[src/rtl/el2_gpr_sched_pkg.sv]
// Shared types and helpers for the GPR write-port scheduler.
// Register x0 is hardwired, so the one-hot decode starts at x1.
package el2_gpr_sched_pkg;

  localparam int GPR_NUM_WR_PORTS = 3;
  localparam int GPR_DW           = 32;

  typedef struct packed {
    logic [4:0]        addr;
    logic [GPR_DW-1:0] data;
  } gpr_wr_req_t;

  function automatic logic [31:1] gpr_dec5(input logic [4:0] idx);
    logic [31:1] oh;
    oh = 31'd0;
    if (idx != 5'd0) oh[idx] = 1'b1;
    return oh;
  endfunction

endpackage

[src/rtl/el2_rr_pick2.sv]
// Two-winner round-robin picker. The second pick ignores every requester
// that shares the first winner's destination register.
module el2_rr_pick2 #(
  parameter int N = 3
) (
  input  logic [N-1:0]   req,
  input  logic [2:0]     ptr,
  input  logic [N*N-1:0] same_addr,
  output logic [N-1:0]   gnt1,
  output logic [N-1:0]   gnt2
);

  function automatic logic [N-1:0] rr_first(input logic [N-1:0] r, input logic [2:0] p);
    logic [N-1:0] g;
    logic         hit;
    int           pos;
    g   = {N{1'b0}};
    hit = 1'b0;
    for (int k = 0; k < N; k++) begin
      pos = int'(p) + k;
      if (pos >= N) pos = pos - N;
      for (int i = 0; i < N; i++) begin
        if (!hit && r[i] && (pos == i)) begin
          g[i] = 1'b1;
          hit  = 1'b1;
        end
      end
    end
    return g;
  endfunction

  logic [N-1:0] excl;
  logic [N-1:0] req2;

  // First winner, then a second winner from the address-filtered remainder.
  always_comb begin
    excl = {N{1'b0}};
    gnt1 = rr_first(req, ptr);
    for (int i = 0; i < N; i++) begin
      if (gnt1[i]) excl = excl | same_addr[i*N +: N];
      else         excl = excl;
    end
    req2 = req & ~gnt1 & ~excl;
    gnt2 = rr_first(req2, ptr);
  end

endmodule

[src/rtl/el2_rvdffe_ar.sv]
// Enable flop with asynchronous active-high reset (rvdffe variant).
module el2_rvdffe_ar #(
  parameter int WIDTH = 1
) (
  input  logic             clk,
  input  logic             rst,
  input  logic             en,
  input  logic [WIDTH-1:0] din,
  output logic [WIDTH-1:0] dout
);

  logic [WIDTH-1:0] dout_q;

  // Capture din only when enabled.
  always_ff @(posedge clk or posedge rst) begin
    if (rst)     dout_q <= {WIDTH{1'b0}};
    else if (en) dout_q <= din;
  end

  assign dout = dout_q;

endmodule

[src/rtl/el2_dec_gpr_wr_sched.sv]
// GPR write-port scheduler: source 0 owns port 0; one-entry slots for the
// other sources drain round-robin onto ports 1 and 2.
module el2_dec_gpr_wr_sched
  import el2_gpr_sched_pkg::*;
#(
  parameter int NSRC = 4,
  parameter int DW   = 32
) (
  input  logic              clk,
  input  logic              rst,
  input  logic [NSRC-1:0]   src_valid,
  output logic [NSRC-1:0]   src_ready,
  input  logic [NSRC*5-1:0] src_addr,
  input  logic [NSRC*DW-1:0] src_data,
  output logic              wen0,
  output logic [4:0]        waddr0,
  output logic [DW-1:0]     wd0,
  output logic              wen1,
  output logic [4:0]        waddr1,
  output logic [DW-1:0]     wd1,
  output logic              wen2,
  output logic [4:0]        waddr2,
  output logic [DW-1:0]     wd2,
  output logic [31:1]       busy,
  output logic [NSRC-1:0]   drop
);

  localparam int NS = NSRC - 1;
  localparam int SW = 1 + 5 + DW;

  logic [NS-1:0]          slot_v, fire, leave, drop_s, elig, gnt1, gnt2, last_g;
  logic [NS-1:0][4:0]     slot_addr;
  logic [NS-1:0][DW-1:0]  slot_data;
  logic [NS*NS-1:0]       same_addr;
  logic [2:0]             ptr_q, ptr_d;
  logic [4:0]             addr0;
  logic                   wen0_s;

  assign addr0  = src_addr[4:0];
  assign wen0_s = ~rst & src_valid[0] & (addr0 != 5'd0);
  assign wen0   = wen0_s;
  assign waddr0 = rst ? 5'd0 : addr0;
  assign wd0    = rst ? {DW{1'b0}} : src_data[DW-1:0];

  for (genvar s = 0; s < NS; s++) begin : g_slot
    logic [4:0]    a_in;
    logic [SW-1:0] din, dout;
    assign a_in    = src_addr[(s+1)*5 +: 5];
    assign fire[s] = src_valid[s+1] & src_ready[s+1];
    // x0 requests are accepted but leave the slot empty.
    assign din     = {fire[s] & (a_in != 5'd0), a_in, src_data[(s+1)*DW +: DW]};

    el2_rvdffe_ar #(.WIDTH(SW)) u_slot (
      .clk  (clk),
      .rst  (rst),
      .en   (fire[s] | leave[s]),
      .din  (din),
      .dout (dout)
    );

    assign slot_v[s]    = dout[SW-1];
    assign slot_addr[s] = dout[DW +: 5];
    assign slot_data[s] = dout[DW-1:0];
  end

  // A slot hit by a same-cycle pipeline write is superseded and never drains.
  always_comb begin
    for (int i = 0; i < NS; i++) begin
      drop_s[i] = slot_v[i] & wen0_s & (slot_addr[i] == addr0);
      elig[i]   = slot_v[i] & ~drop_s[i];
      for (int j = 0; j < NS; j++) begin
        same_addr[i*NS + j] = (slot_addr[i] == slot_addr[j]);
      end
    end
  end

  el2_rr_pick2 #(.N(NS)) u_pick (
    .req       (elig),
    .ptr       (ptr_q - 3'd1),
    .same_addr (same_addr),
    .gnt1      (gnt1),
    .gnt2      (gnt2)
  );

  assign leave     = gnt1 | gnt2 | drop_s;
  assign src_ready = {~slot_v | leave, 1'b1};
  assign drop      = {drop_s, 1'b0};

  // Drain ports are one-hot AND-OR muxes of the slot registers.
  always_comb begin
    busy   = 31'd0;
    wen1   = |gnt1;
    wen2   = |gnt2;
    waddr1 = 5'd0;
    waddr2 = 5'd0;
    wd1    = {DW{1'b0}};
    wd2    = {DW{1'b0}};
    for (int i = 0; i < NS; i++) begin
      if (slot_v[i]) busy = busy | gpr_dec5(slot_addr[i]);
      else           busy = busy;
      if (gnt1[i]) begin
        waddr1 = waddr1 | slot_addr[i];
        wd1    = wd1 | slot_data[i];
      end else begin
        waddr1 = waddr1;
      end
      if (gnt2[i]) begin
        waddr2 = waddr2 | slot_addr[i];
        wd2    = wd2 | slot_data[i];
      end else begin
        waddr2 = waddr2;
      end
    end
  end

  // Pointer moves past the last slot granted this cycle (slots numbered 1..NS).
  always_comb begin
    ptr_d  = ptr_q;
    last_g = (|gnt2) ? gnt2 : gnt1;
    for (int i = 0; i < NS; i++) begin
      if (last_g[i]) ptr_d = (i == NS - 1) ? 3'd1 : 3'(i + 2);
      else           ptr_d = ptr_d;
    end
  end

  always_ff @(posedge clk or posedge rst) begin
    if (rst) ptr_q <= 3'd1;
    else     ptr_q <= ptr_d;
  end

endmodule

[config.mk]
export PLATFORM = sky130hd
export DESIGN_NAME = el2_dec_gpr_wr_sched
export DESIGN_NICKNAME = d
export VERILOG_FILES = /design/src/rtl/el2_gpr_sched_pkg.sv /design/src/rtl/el2_rr_pick2.sv /design/src/rtl/el2_rvdffe_ar.sv /design/src/rtl/el2_dec_gpr_wr_sched.sv
export SDC_FILE = /design/constraint.sdc
export NUM_CORES = 1
export LEC_CHECK = 0
export BUFFER_PORTS_ARGS = -buffer_cell sky130_fd_sc_hd__buf_4
export CORE_ASPECT_RATIO = 0.8
export CORE_MARGIN = 2
export CORE_UTILIZATION = 40
export CTS_BUF_LIST = sky130_fd_sc_hd__clkbuf_16
export DETAILED_ROUTE_END_ITERATION = 6
export PLACE_DENSITY = 0.64
export SYNTH_ARGS = -nofsm -noshare
export SYNTH_HDL_FRONTEND = slang
export SYNTH_HIERARCHICAL = 1
export SYNTH_SLANG_ARGS = --single-unit
[constraint.sdc]
create_clock -name clk -period 5.85 [get_ports clk]
set_clock_uncertainty 0.05 [all_clocks]
set_input_delay 0 -clock clk [delete_from_list [all_inputs] [get_ports clk]]
set_output_delay 0 -clock clk [all_outputs]
set_load 0.01 [all_outputs]
After elaboration in Yosys (flattened, before gate mapping) --
Index checks and enable logic that the tools add are counted.
Storage, ports and cells: register bits after elaboration 117, bits in latches 0, memory bits (writable) 0, memory bits (read-only) 0, bits of input ports 154, memories kept 0
Cells by class: $add $sub $neg 6, $mul 0, div/mod/pow operators 0, order comparisons 9, equal/unequal tests 15, shift-type cells 0, mux-type cells 70, bitwise operators 44, reduce and logical (&&, ||, !) cells 66
Operators with widths (count):
- 2-to-1 mux 32 bit | 10
- 2-to-1 mux 31 bit | 8
- bitwise OR 32 bit | 4
- == test 32 x 2 -> 1 bit, second input constant | 3
- == test 32 x 3 -> 1 bit, second input constant | 3
- logical NOT 32 bit | 3
- greater-or-equal comparator 32 x 3 -> 1 bit, second input constant | 2
- subtractor 32 x 3 -> 32 bit, second input constant | 2
- bitwise OR 31 bit | 2
- == test 5 bit | 9
- logical AND 1 bit | 37
- 2-to-1 mux 1 bit | 35
- 2-to-1 mux 5 bit | 7
- nonzero test 5 bit | 7
- 2-to-1 mux 3 bit | 7
- bitwise OR 5 bit | 4
- less-than comparator 5 x 6 -> 1 bit, second input constant | 3
- bitwise AND 1 bit | 17
- logical NOT 1 bit | 16
- demux 1 bit (select 5 bit) | 3
- greater-or-equal comparator 5 x 1 -> 1 bit, second input constant | 3
- bitwise OR 3 bit | 5
- inverter 3 bit | 3
- bitwise AND 3 bit | 2
- 9 further kinds | 15

Logic depth before layout (Yosys ltp) --
Gate-level depths: netlist of the first run.
word-level depth 83, gate-level depth with buffers 19, mapped depth without buffers 16

Cells and area by module --
The synthesis of the first run kept the hierarchy.
By module, submodules not included:
- el2_rvdffe_ar | instances 3, cells an instance 81, area each 1496.4 sq um
- el2_dec_gpr_wr_sched | instances 1, cells an instance 463, area each 2855.2 sq um
- el2_rr_pick2 | instances 1, cells an instance 110, area each 804.5 sq um

Worst setup path after synthesis of the first run --
Ideal clock, no wire load.
kind reg-to-reg, start reg ptr_q[0], end reg g_slot[1].u_slot.dout_q[16], library setup time 0.125 ns, arrival 4.748 ns, data required time 5.675 ns, setup slack 0.926 ns, stages on the path, launching flop included 20, path buffers 3, period minus slack after synthesis 4.924 ns, cells stage by stage dfstp_2 > inv_1 > ha_1 > inv_1 > ha_1 > inv_1 > ha_1 > or3b_1 > a2111oi_4 > nor2_2 > and3_4 > o2111a_1 > or3_1 > a2111oi_2 > clkbuf_1 > nor2_1 > nand3_1 > buf_6 > buf_6 > mux2_4
Between the ends: cells in the longest elaborated chain, start to end 76, elaborated cells on any way between the ends 108
Ends and longest elaborated chain:
- start, declared | RTL line el2_dec_gpr_wr_sched.sv:35 | logic [2:0] ptr_q, ptr_d;
- start signal, assigned | RTL line el2_dec_gpr_wr_sched.sv:128 | else ptr_q <= ptr_d;
- subtractor 3 x 1 -> 3 bit (*) | RTL line el2_dec_gpr_wr_sched.sv:79 | .ptr (ptr_q - 3'd1),
- branches (longest 69 deep; another with subtractor 32 x 3 -> 32 bit)
- 2-to-1 mux 1 bit (*) | RTL line el2_rr_pick2.sv:23 | if (!hit && r[i] && (pos == i)) begin
- via gnt2[1] | RTL line el2_dec_gpr_wr_sched.sv:31 | logic [NS-1:0] slot_v, fire, leave, drop_s, elig, gnt1, gnt2, last_g;
- bitwise OR 3 bit (*) (2 in a row) | RTL line el2_dec_gpr_wr_sched.sv:85 | assign leave = gnt1 | gnt2 | drop_s;
- bitwise OR 3 bit | RTL line el2_dec_gpr_wr_sched.sv:86 | assign src_ready = {~slot_v | leave, 1'b1};
- bitwise AND 1 bit | RTL line el2_dec_gpr_wr_sched.sv:49 | assign fire[s] = src_valid[s+1] & src_ready[s+1];
- bitwise OR 1 bit (*) | RTL line el2_dec_gpr_wr_sched.sv:56 | .en (fire[s] | leave[s]),
- end signal, assigned | RTL line el2_rvdffe_ar.sv:16 | if (rst) dout_q <= {WIDTH{1'b0}};
- end signal, assigned | RTL line el2_rvdffe_ar.sv:17 | else if (en) dout_q <= din;
- end, declared | RTL line el2_rvdffe_ar.sv:12 | logic [WIDTH-1:0] dout_q;
Mark *: on every way through the listed nets, which the timed path passes. A chain may end at the register's enable or synchronous reset.

Worst setup path in the final report of the first run --
start reg ptr_q[0], end out wd2[2]
Between the ends: elaborated cells on any way between the ends 117
RTL lines:
- subtractor 3 x 1 -> 3 bit (*) | RTL line el2_dec_gpr_wr_sched.sv:79
- branches (longest 28 deep; another with subtractor 32 x 3 -> 32 bit)
- 2-to-1 mux 1 bit (*) | RTL line el2_rr_pick2.sv:23
- via gnt1[0] | RTL line el2_dec_gpr_wr_sched.sv:31
- 2-to-1 mux 3 bit | RTL line el2_rr_pick2.sv:40 | if (gnt1[i]) excl = excl | same_addr[i*N +: N];
- bitwise OR 3 bit | RTL line el2_rr_pick2.sv:40
- 2-to-1 mux 3 bit | RTL line el2_rr_pick2.sv:40
- bitwise OR 3 bit | RTL line el2_rr_pick2.sv:40
- [26 not listed]
- logical AND 1 bit (2 in a row) | RTL line el2_rr_pick2.sv:23
- 2-to-1 mux 1 bit (*) | RTL line el2_rr_pick2.sv:23
- via gnt2[0] | RTL line el2_dec_gpr_wr_sched.sv:31
- 2-to-1 mux 32 bit (*) | RTL line el2_dec_gpr_wr_sched.sv:107 | if (gnt2[i]) begin
- bitwise OR 32 bit | RTL line el2_dec_gpr_wr_sched.sv:109 | wd2 = wd2 | slot_data[i];
- 2-to-1 mux 32 bit (*) | RTL line el2_dec_gpr_wr_sched.sv:107
- bitwise OR 32 bit | RTL line el2_dec_gpr_wr_sched.sv:109
- 2-to-1 mux 32 bit (*) | RTL line el2_dec_gpr_wr_sched.sv:107
- end, declared | RTL line el2_dec_gpr_wr_sched.sv:23 | output logic [DW-1:0] wd2,
Marked as above.

==> results of run 1 <==
-- through the flow --
stage | power (mW) | instances
5_1_grt | 9.95 | 1476
3_5_place_dp | 8.15 | 1332
4_1_cts | 9.33 | 1476
3_3_place_gp | 8.06 | 1332
2_1_floorplan | 5.91 | 816
6_report | 9.41 | 1476
-- logic make-up after synthesis --
| logic type | Yosys count | synth area share, % |
|---|---|---|
| AOI/OAI and AO/OA | 153 | 16.7 |
| xor gates and xnor gates | 31 | 3.33 |
| adders and majority gates | 11 | 1.69 |
| buffers and inverters | 165 | 8.66 |
| DFF | 116 | 35.6 |
| muxes | 115 | 18.7 |
| other | 2 | 0.0922 |
| and+or+nand+nor | 223 | 15.2 |
-- layout make-up --
type                    instances  area (sq um)
multi-input cells             535          4590
well taps                     264           330
inverters                      97           364
repair buffers                432          3540
clock buffers                  17           425
clock inverters                15           184
flip-flops and latches        116          2900
fillers                      1657          7580
-- worst max-delay path, stage by stage (launching register included) --
cell	delay (ps)
dfstp_2	510
inv_1	50
ha_1	280
inv_1	200
ha_1	210
inv_1	50
ha_1	250
or3b_1	440
a2111oi_4	460
nor2_2	100
and3_4	200
o211a_4	450
nor4_1	630
o21bai_4	240
buf_4	480
a222oi_1	220
inv_1	120
buf_4	120
-- layer usage --
layer	vias to the layer above	track usage [%]	wire length, um
met2	475	42.3	13600
met5	-	0	0
met1	4018	39.5	13400
met4	0	7.41	595
li1	3758	-	-
met3	49	4.58	2480
-- worst max path at each step --
stage	end	slack, ps	from	cells after the start
global placement	g_slot[1].u_slot/dout[17]	820	ptr_q[0]	17
global route	wd2[0]	110	ptr_q[0]	17
detailed placement	g_slot[1].u_slot/dout[29]	630	ptr_q[0]	17
floorplan	g_slot[1].u_slot/dout[16]	930	ptr_q[0]	19
CTS	waddr2[4]	410	ptr_q[0]	17
finish	wd2[2]	370	ptr_q[0]	17
-- power by group through the flow --
stage	clock, mW	combinational, mW	sequential [mW]
after detailed placement	0	6.42	1.73
after floorplan	0	4.40	1.51
after global placement	0	6.34	1.72
after global routing	1.14	7.01	1.81
after CTS	1.10	6.50	1.73
final	1.08	6.58	1.75
-- sequential cells by signal (all words and copies together) (netlist names) --
name	count
g_slot.u_slot/dout	114
ptr_q	2
-- what timing repair did --
action | 4_1_cts | 5_1_grt
buffers inserted | 0 | 0
endpoints found under the hold margin | 192 | 0
resized for setup | 0 | 0
endpoints found under the setup margin | 0 | 0
hold buffers | 112 | 0
-- placed cells by master (no fill, tap or decap), types with 3 or more instances in the layout --
| cell | netlist | routed |
|---|---|---|
| a211oi_1 | 3 | 3 |
| nand2b_1 | 4 | 4 |
| nor3b_1 | 13 | 13 |
| nor2_1 | 18 | 18 |
| a22oi_1 | 30 | 30 |
| inv_8 | 0 | 5 |
| ha_1 | 11 | 11 |
| mux2_4 | 60 | 60 |
| or3_1 | 6 | 6 |
| nor3_1 | 11 | 11 |
| mux2_2 | 55 | 55 |
| inv_1 | 97 | 94 |
| and2_1 | 6 | 6 |
| a31oi_1 | 6 | 6 |
| or4_1 | 4 | 4 |
| o21ai_0 | 7 | 7 |
| xnor2_1 | 12 | 12 |
| nor2b_1 | 39 | 39 |
| nor4_1 | 4 | 4 |
| inv_2 | 0 | 3 |
| dlygate4sd3_1 | 0 | 112 |
| nand4_2 | 3 | 3 |
| dfrtp_1 | 115 | 115 |
| nand2_1 | 73 | 73 |
| xor2_1 | 19 | 19 |
| clkbuf_16 | 0 | 17 |
| a222oi_1 | 75 | 75 |
| buf_4 | 2 | 319 |
| and3_1 | 7 | 7 |
| a21oi_1 | 7 | 7 |
| and3b_1 | 9 | 9 |
| nand3_1 | 10 | 7 |
| nand3_2 | 0 | 3 |
| inv_6 | 0 | 4 |
==> reports/summary.txt, run 1 <==
Final min period: 5480 ps
gpl congestion: 0.922
worst path required time: 5800 ps
reg2reg end: g_slot[1].u_slot/dout[21]
Netlist cell types: 68
Overflow after GRT: 0
Hold Path End: g_slot[1].u_slot/dout[31]
initial antenna violation count: 0
top cells by count, synth: dfrtp_1, inv_1, a222oi_1, nand2_1, mux2_4
Post-synth EDFFs: 0
number of global-route vias before repair: 8358
final max-slew violation count: 0
CP Class: reg -> out
P_int: 5.13 mW
first-pass GRT wire length: 46.5 mm
worst-case vdd ir drop: 0.467 mV
P_leak: 6.34 nW
FMAX: 183 MHz
Clock Power Share: 11.5%
Ports: 307
Switching Power: 4.28 mW
synthesized net count: 981
final instance area: 12300 sq um
clock sinks: 116
CTS tree: yes
Area Growth Syn to Fin: 51.4%
Yosys reg bits: 116
Synth Instances: 816
Worst-Skew Late Latency: 410 ps
Yosys Warn Count: 6
Mean Syn Cell Area: 9.99 sq um
largest net degree at the start of global routing: 48
placed cell area: 10600 sq um
Netlist Area Pre-Place: 8150 sq um
Reg power frac: 18.6%
WL/cell: 20.4 um
Worst EP arrival: 5430 ps
drt initial violations: 965
synth top area cells: dfrtp_1, mux2_4, a222oi_1
Hold/Removal Path Class: in -> reg
Remaining DRCs: 4
final setup fails: 0
HPWL after DPL: 19.9 mm
post-synth top area share: 35.3%
max-cap violations: 0
PwrDens: 762 nW/um^2
Initial Util: 40.9%
detail-routed via count per cell: 5.62
fin crit share: 93.6%
CP startpoint kind: flop
Root Driver: clkbuf_16
Seq/Total Area, Yosys: 35.6%
Final #Nets: 1364
reg-to-reg startpoint: ptr_q[0]
CP endpoint kind: output port
Worst R2R Path Depth: 17
clock-pin slew on the worst setup and hold paths: 60 ps
Comb pwr share: 70.0%
Post-Route WL: 30.0 mm
1st-pass router iterations: 7
Port Buffers: 304
status: complete, but fails checks
Worst slew margin: 32.6%
width of the chip: 164 um
Synth area leader: dfrtp_1
CORE AREA: 19900 sq um
Routed Antenna Nets: 0
Std-Cell Rows: 46
via count: 8300
hold path start: src_valid[2]
H-tree depth: 4
Die Y: 132 um
clk buf depth: 2
Tot GR Track Use: 27.4%
RSZ-0062 raised after global routing: false
worst-path maximum fanout: 47
Final WS setup: 374 ps
Fin. Hold Viols: 0
failing checks: DRC
setup TNS: 0 ps
Async SR Flop Fraction: 100%
Min Hold Slack: 26.0 ps
Top FF cell, synth: dfrtp_1
pre-CTS setup slack: 633 ps
die area: 21500 sq um
Net Sw Frac: 45.5%
top-count cell post-synth: dfrtp_1
setup slack, reg-to-reg: 590 ps
Worst Max-Slew Pin Slew: 1010 ps
total CTS buffers: 17
ant diodes: 0
layout cell share with drive strength beyond 1: 40.3%
fin util: 62.0%
worst hold stages: 4
(Power assumes the default switching activity.)
==> run 2, diff against run 1 <==
CTS_BUF_LIST = default   (was sky130_fd_sc_hd__clkbuf_16)
clock period = 6.85 ns   (was 5.85 ns; I/O delays follow)
==> run 2 against run 1 <==
  * The flow still finishes with violations (DRC)
  * Cell count shrank 0.54%
  * Sequential power down 11%
  * Largest power group unchanged
  * Die area unchanged
  * Via count shrank 0.46%
  * Combinational power shrank 16%
  * Routed wire length decreased by 0.76%
  * Critical path type unchanged
  * Critical path depth unchanged
  * Power down 15%
  * Clock power shrank 17%
  * First-iteration DRC count shrank 2.8%
==> reports/summary.txt, run 2 (synthesized netlist as in run 1, its figures left out) <==
status: complete, but fails checks
failing checks: DRC
cell count after placement: 1324 (-0.60%)
1st-pass router iterations: 7 (unchanged)
Overflow after GRT: 0 (unchanged)
HPWL after DPL: 19.7 mm (-0.81%)
Port Buffers: 304 (unchanged)
clock-pin slew on the worst setup and hold paths: 60 ps (about the same)
worst-path maximum fanout: 47 (unchanged)
setup slack, reg-to-reg: 1080 ps (+490 ps)
final setup fails: 0 (unchanged)
most common cell after layout, fill and taps aside: buf_4
Fin. Hold Viols: 0 (unchanged)
grt met2 use: 41.4% (-0.94 points)
GRT busiest layer: met2
Area Growth Syn to Fin: 50.9%
Fill cells: 1643 (-0.84%)
Routed Antenna Nets: 0 (unchanged)
worst path required time: 6800 ps (+1000 ps)
fin crit share: 84.2%
total CTS buffers: 17 (unchanged)
FMAX: 173 MHz
Worst-Skew Late Latency: 410 ps (about the same)
number of global-route vias before repair: 8101 (-3.1%)
first-pass GRT wire length: 45.5 mm (-2.2%)
number of post-CTS setup repair buffers: 0 (unchanged)
cells resized by post-CTS repair: 0 (unchanged)
Seq. cell area: 2900 sq um (unchanged)
Post-Route WL: 29.8 mm (-0.76%)
drt initial violations: 938 (-2.8%)
via count: 8262 (-0.46%)
Hold/Removal Path Class: in -> reg
die area: 21500 sq um (unchanged)
placed cell area: 10600 sq um (-0.33%)
ant diodes: 0 (unchanged)
Worst EP arrival: 5720 ps (+290 ps)
Final min period: 5770 ps
largest net degree at the start of global routing: 48 (unchanged)
H-tree depth: 4 (unchanged)
max-cap violations: 0 (unchanged)
Final #Nets: 1356 (-0.59%)
setup TNS: 0 ps (unchanged)
Std-Cell Rows: 46 (unchanged)
detail-routed via count per cell: 5.63 (about the same)
most frequent cells in the layout: buf_4, dfrtp_1, dlygate4sd3_1
layout cell share with drive strength beyond 1: 40.0% (-0.40 points)
area of the multi-input gates: 4590 sq um (unchanged)
met1 Usage GRT: 39.2% (-0.26 points)
width of the chip: 164 um (unchanged)
clock sinks: 116 (unchanged)
Initial Util: 40.9% (unchanged)
max reg flops: 114 (unchanged)
Worst Max-Slew Pin Slew: 1090 ps (+84.5 ps)
Ports: 307 (unchanged)
gpl congestion: 0.903 (-2.1%)
CP Class: reg -> out
Worst slew margin: 27.0% (-5.6 points)
CORE AREA: 19900 sq um (unchanged)
CTS tree: yes
Die Y: 132 um (unchanged)
PwrDens: 650 nW/um^2 (-15%)
WL/cell: 20.3 um (-0.22%)
final instance area: 12300 sq um (-0.36%)
Tot GR Track Use: 26.9% (-0.42 points)
worst-case vdd ir drop: 0.354 mV (-24%)
clk buf depth: 2 (unchanged)
P_leak: 6.31 nW (-0.48%)
Remaining DRCs: 2 (-2)
final max-slew violation count: 0 (unchanged)
CP endpoint kind: output port
initial antenna violation count: 0 (unchanged)
Final Non-Filler Cells: 1468 (-0.54%)
M3 GR Usage: 4.70% (+0.13 points)
Root Driver: clkbuf_16
CP startpoint kind: flop
fin util: 61.7% (-0.22 points)
RSZ-0062 raised after global routing: false
## run 2: final timing paths
| check | start | to | cells after the start |
|---|---|---|---|
| hold reg to reg | g_slot[2].u_slot/dout[4] | g_slot[2].u_slot/dout[4] | 1 |
| setup / recovery | ptr_q[0] | wd2[2] | 17 |
| max in group asynchronous | rst | g_slot[2].u_slot/dout[26] | 3 |
| hold / removal | src_valid[2] | g_slot[1].u_slot/dout[37] | 4 |
| min in group asynchronous | rst | ptr_q[1] | 3 |
| setup reg to reg | ptr_q[0] | g_slot[0].u_slot/dout[15] | 17 |
## run 2: cell type report
| cell class | instances | share of cell area [%] |
|---|---|---|
| multi-input cells | 535 | 37.4 |
| flip-flops and latches | 116 | 23.6 |
| clock buffers | 19 | 3.68 |
| well taps | 264 | 2.69 |
| repair buffers | 424 | 28.5 |
| clock inverters | 13 | 1.20 |
| inverters | 97 | 2.96 |
## run 2: routing by layer
metal  vias to the layer above  share of wire (%)
met4                         0                1.7
met2                       447                 45
met3                        52                8.1
met1                      4009                 45
li1                       3754                  -
met5                         -                  0
## run 2: where the power goes
group	total, mW	switching [mW]	internal (mW)	leakage (nW)
clock network	0.900	0.339	0.560	0.295
registers	1.56	0.486	1.07	1.36
logic	5.54	2.78	2.76	4.65
## run 2: per-stage QoR
stage                     worst slack, ps  power (mW)  hold WS, ps
after floorplan                      1930        5.05         -294
after CTS                            1110        7.95         31.6
after detailed placement             1120        6.96         72.6
after global routing                  699        8.47         60.9
after global placement               1260        6.91         76.0
final                                1080        7.99         58.0
## run 2: what timing repair did
| item | 4_1_cts | 5_1_grt |
|---|---|---|
| hold endpoints to repair | 183 | 0 |
| hold buffers | 112 | 0 |
| endpoints found under the setup margin | 0 | 0 |
## run 2: worst max-delay path, cell delays in order, from the launching register on
cell,delay [ps]
dfstp_2,510
inv_1,230
ha_1,370
inv_1,180
ha_1,230
inv_1,50
ha_1,230
or3b_1,430
a2111oi_4,470
nor2_2,100
and3_4,190
o211a_4,430
nor4_1,650
o21bai_4,250
buf_4,480
a222oi_1,210
inv_1,120
buf_4,130
